### config.mk
export PLATFORM = sky130hd
export DESIGN_NAME = ifetch_unit
export DESIGN_NICKNAME = d
export VERILOG_FILES = /design/src/rtl/ifetch_unit_pkg.sv /design/src/rtl/ifetch_unit.sv
export SDC_FILE = /design/constraint.sdc
export NUM_CORES = 1
export LEC_CHECK = 0
export BUFFER_PORTS_ARGS = -buffer_cell sky130_fd_sc_hd__buf_4
export CAP_MARGIN = 20
export CELL_PAD_IN_SITES_DETAIL_PLACEMENT = 1
export CELL_PAD_IN_SITES_GLOBAL_PLACEMENT = 2
export CORE_MARGIN = 3
export CORE_UTILIZATION = 25
export CTS_CLUSTER_DIAMETER = 200
export DETAILED_ROUTE_END_ITERATION = 8
export PLACE_DENSITY = 0.79
export RECOVER_POWER = 25
export SYNTH_ARGS = -nofsm -noshare
export SYNTH_HDL_FRONTEND = slang
export SYNTH_SLANG_ARGS = --single-unit
export TNS_END_PERCENT = 5
### constraint.sdc
create_clock -name clk -period 1.65 [get_ports clk]
set_input_delay 0.33 -clock clk [delete_from_list [all_inputs] [get_ports clk]]
set_output_delay 0.33 -clock clk [all_outputs]
set_load 0.03 [all_outputs]
### src/rtl/ifetch_unit_pkg.sv
// Shared types and constants for the instruction fetch unit.
package ifetch_unit_pkg;

  localparam int XLEN        = 32;
  localparam int INSTR_BYTES = 4;

  typedef enum logic [1:0] {
    IDLE = 2'd0,
    RUN  = 2'd1,
    ERR  = 2'd2
  } fetch_state_e;

  function automatic logic [XLEN-1:0] next_pc(input logic [XLEN-1:0] pc);
    return pc + XLEN'(INSTR_BYTES);
  endfunction

endpackage

### src/rtl/ifetch_unit.sv
// Instruction fetch unit: issues sequential pcs to a one-cycle imem, holds on
// decode backpressure and restarts on redirects.
//
// state | meaning
// IDLE  | fetching disabled; an in-flight word may still drain
// RUN   | issuing one fetch per cycle unless held
// ERR   | misaligned redirect seen; waits for an aligned redirect
module ifetch_unit
  import ifetch_unit_pkg::*;
#(
  parameter logic [XLEN-1:0] RESET_PC = 32'h0000_0000
) (
  input  logic            clk,
  input  logic            rst_n,
  input  logic            fetch_en,
  input  logic            redirect_valid,
  input  logic [XLEN-1:0] redirect_pc,
  input  logic            out_ready,
  output logic [XLEN-1:0] imem_addr,
  output logic            imem_stall,
  input  logic [XLEN-1:0] imem_data,
  output logic            out_valid,
  output logic [XLEN-1:0] out_instr,
  output logic [XLEN-1:0] out_pc,
  output logic            fetch_misaligned,
  output logic [XLEN-1:0] fetch_count
);

  fetch_state_e    state;
  logic [XLEN-1:0] fetch_pc;
  logic [XLEN-1:0] inflight_pc;
  logic            inflight_v;
  logic            misaligned_q;
  logic [XLEN-1:0] count_q;

  logic hold;
  logic issue;
  logic handshake;
  logic redirect_aligned;

  assign redirect_aligned = (redirect_pc[1:0] == 2'b00);
  assign hold             = inflight_v & ~out_ready & ~redirect_valid;
  assign issue            = (state == RUN) & ~hold & ~redirect_valid;
  assign handshake        = inflight_v & out_ready;

  assign imem_addr        = fetch_pc;
  assign imem_stall       = hold;
  assign out_valid        = inflight_v;
  assign out_instr        = imem_data;
  assign out_pc           = inflight_pc;
  assign fetch_misaligned = misaligned_q;
  assign fetch_count      = count_q;

  always_ff @(posedge clk or negedge rst_n) begin
    if (!rst_n) begin
      state        <= IDLE;
      fetch_pc     <= RESET_PC;
      inflight_pc  <= '0;
      inflight_v   <= 1'b0;
      misaligned_q <= 1'b0;
      count_q      <= '0;
    end else begin
      // A handshake in the same cycle as a redirect still counts.
      if (handshake) begin
        count_q <= count_q + 32'd1;
      end

      if (redirect_valid) begin
        inflight_v <= 1'b0;
        if (redirect_aligned) begin
          fetch_pc     <= redirect_pc;
          state        <= fetch_en ? RUN : IDLE;
          misaligned_q <= 1'b0;
        end else begin
          state        <= ERR;
          misaligned_q <= 1'b1;
        end
      end else begin
        if (issue) begin
          inflight_v  <= 1'b1;
          inflight_pc <= fetch_pc;
          fetch_pc    <= next_pc(fetch_pc);
        end else if (!hold) begin
          inflight_v <= 1'b0;
        end

        case (state)
          IDLE:    if (fetch_en)  state <= RUN;
          RUN:     if (!fetch_en) state <= IDLE;
          default: state <= state;
        endcase
      end
    end
  end

endmodule
==> metrics.md <==
| Metric | Value |
|---|---|
| Outcome | `finished, violations left` |
| Failing checks | `negative setup slack` |
| Setup bufs post-CTS | `0` |
| Drt drc | `0` |
| Max-slew headroom | `0.3611` |
| Final global-route overflow total | `0` |
| CTS tree | `built` |
| Hold WS | `0.1918 ns` |
| Nets | `787` |
| DRT Pass-1 Iters | `4` |
| Clk slew on worst S/H paths | `0.07 ns` |
| Initial DRC Count | `199` |
| RSZ-0062 raised after global routing | `true` |
| Final Slew Violations | `0` |
| Wirelength, routed | `17210 um` |
| Synth Register Bits | `100` |
| Synth Instances | `530` |
| Fin crit period | `1.749 ns` |
| Worst Path Arrival | `2.00 ns` |
| Initial antenna violation count | `0` |
| Final Hold Fails | `0` |
| Htree depth | `3` |
| Vias in the first global route | `5001` |
| Clk root buf | `clkbuf_16` |
| Clk_skew | `0.008678 ns` |
| Synthesized area | `5026 um^2` |
| Flop2flop setup slack | `-0.1 ns` |
| Fmax | `0.5718 GHz` |
| Synth area leader | `dfrtp_1` |
| Pint | `5.243 mW` |
| Clock power share | `0.289` |
| Hold Crit Depth | `3` |
| Dpl cells | `969` |
| N_diodes | `0` |
| MaxCap Viol Count | `0` |
| PortBufs | `135` |
| Area Growth Syn to Fin | `44.54%` |
| Vias | `4622` |
| Setup crit end kind | `flop` |
| Critical path class | `reg2reg` |
| Synth Area in Adders | `0.004979` |
| NetSw | `2.899 mW` |
| CP startpoint kind | `flop` |
| Simple-gate portion of the synthesized area | `0.2587` |
| Post-synth ARST share | `1.000` |
| Routed len/inst | `17.45 um` |
| Placeable Area | `19590 um^2` |
| Post-layout util | `0.3708` |
| R2R depth | `6` |
| Setup TNS | `-0.4197 ns` |
| Largest net degree at the start of global routing | `38` |
| Mapped Nets | `601` |
| Worst Max-Slew Pin Slew | `0.9584 ns` |
| R2r startpoint | `fetch_count[0]` |
| Synth warnings | `0` |
| Sw Ratio | `0.3561` |
| Synth Area per Inst | `9.483 um^2` |
| Vias per cell | `4.688` |
| Combinational family with the most area after synthesis | `simple AND/OR/NAND/NOR gates` |
| Synth top area cells | `dfrtp_1, nand2_1, buf_4, xnor2_1, mux2i_1` |
| Post-synth EDFFs | `0` |
| Pleak | `3.566 nW` |
| Power per Cell Area | `1121 nW/um^2` |
| Compound-cell area share of the yosys netlist | `0.07692` |
| Post-synthesis xor/xnor area fraction | `0.05402` |
| Commonest non-fill, non-tap cell in the layout | `buf_4` |
| CP max FO | `4` |
| Max IR drop VDD | `707.0 uV` |
| Post-synthesis mux area share | `0.03809` |
| Non-filler cells, final | `986` |
| Initial Utilization | `0.2566` |
| Most frequent cells in the layout | `buf_4, nand2_1, dfrtp_1` |
| Row count | `51` |
| # clock sinks | `100` |
| Clock Latency Late Sink | `0.36 ns` |
| Share of layout cells above drive strength 1 | `0.4119` |
| Seq/Total Area, Yosys | `0.4979` |
| HPWL Detailed | `12940 um` |
| Worst endpoint required time | `1.90 ns` |
| Io pins | `200` |
| Bufs on Longest Clock Path | `2` |
| Synth cell types | `44` |
| Comb pwr share | `0.333` |
| Total GRT Usage | `0.1577` |
| Fillers | `2289` |
| Crit share post-route | `1.060` |
| HP Start | `fetch_en` |
| Critical Path Source | `fetch_count[0]` |
| Final ANT Viol Nets | `0` |
| Synth top area share | `0.4979` |
| Main synth FF type | `dfrtp_1` |
| First-pass GRT wire length | `27330 um` |
| TritonCTS Buffers | `9` |
| Final WS setup | `-0.09883 ns` |
| Die H | `147.8 um` |
| Final setup viols | `7` |
| Die area | `21840 um^2` |
| Pre-CTS WS | `-0.1371 ns` |
| Die width | `147.8 um` |
| Hold Path Class | `in2reg` |
| RePlAce Congestion | `0.8155` |
| Reg power frac | `0.378` |
stage by stage:
stage	instance area, um^2	power, mW
after global routing	7264	8.578
after CTS	7207	8.212
after floorplan	5070	4.632
after global placement	6818	5.710
final	7264	8.143
after detailed placement	6818	5.788
worst paths after layout:
check,to
setup / recovery,fetch_count[26]
min in group asynchronous,fetch_count[31]
hold / removal,state[0]
hold reg to reg,out_pc[5]
max in group asynchronous,fetch_count[4]
setup reg to reg,fetch_count[26]
flip-flops by register name, summed over array words and instances (netlist names):
| name | count |
|---|---|
| out_valid | 1 |
| out_pc | 32 |
| fetch_misaligned | 1 |
| fetch_count | 32 |
| imem_addr | 32 |
| state | 2 |
cell families after synthesis:
logic type	after synthesis
and+or+nand+nor	260
DFF	100
AOI/OAI and AO/OA	61
xor gates and xnor gates	31
muxes	19
adders and majority gates	2
buffers and inverters	57
synth_stat cells (all sizes together), types with 3 or more instances:
cell      n
dfrtp   100
nand2   131
and4      8
nor4      3
or2       3
and2      8
nor2     21
nor3      8
xor2      5
a21oi    22
buf      42
xnor2    26
clkbuf   13
a22oi     5
mux2i    18
and3     14
nand4    19
or3       9
o22ai    13
nand3    25
a221o     8
o21ai     9
worst max-delay path, cell delays in order (launching register included):
cell and delay, ns:
dfrtp_2 0.39, ha_4 0.15, nand2_2 0.05, or3_4 0.37
nor4b_4 0.38, nand4_1 0.16, xnor2_1 0.15
layout make-up:
class                           instances  area, um^2  share of cell area
Tap cell                              265       331.6             0.04564
Multi-Input combinational cell        373        2306              0.3174
Clock buffer                            9       225.2             0.03100
Inverter                                2       7.507            0.001033
Timing Repair Buffer                  230        1775              0.2444
Sequential cell                       100        2522              0.3472
Clock inverter                          7       96.34             0.01326
per-layer routing:
layer / track usage / wire length (um) / up-vias / share of wire
met5: 0 / 0 / - / 0
met4: 0.04613 / 288 / 0 / 0.017
met2: 0.2675 / 8334 / 116 / 0.48
met3: 0.04077 / 965 / 32 / 0.056
li1: - / - / 2173 / -
met1: 0.1987 / 7621 / 2301 / 0.44
power by group through the flow:
stage / Combinational (mW) / Clock [mW] / Sequential [mW]
finish: 2.71 / 2.35 / 3.08
global route: 2.92 / 2.52 / 3.14
CTS: 2.71 / 2.42 / 3.08
detailed placement: 2.68 / 0 / 3.11
global placement: 2.61 / 0 / 3.10
floorplan: 0.786 / 0 / 3.85
repair_timing:
item | CTS | global route
setup endpoints to repair | 34 | 42
resized for setup | 13 | 18
pin swaps | 8 | 10
hold buffers | 1 | 0
hold endpoints to repair | 32 | 0
(Power assumes the default switching activity.)
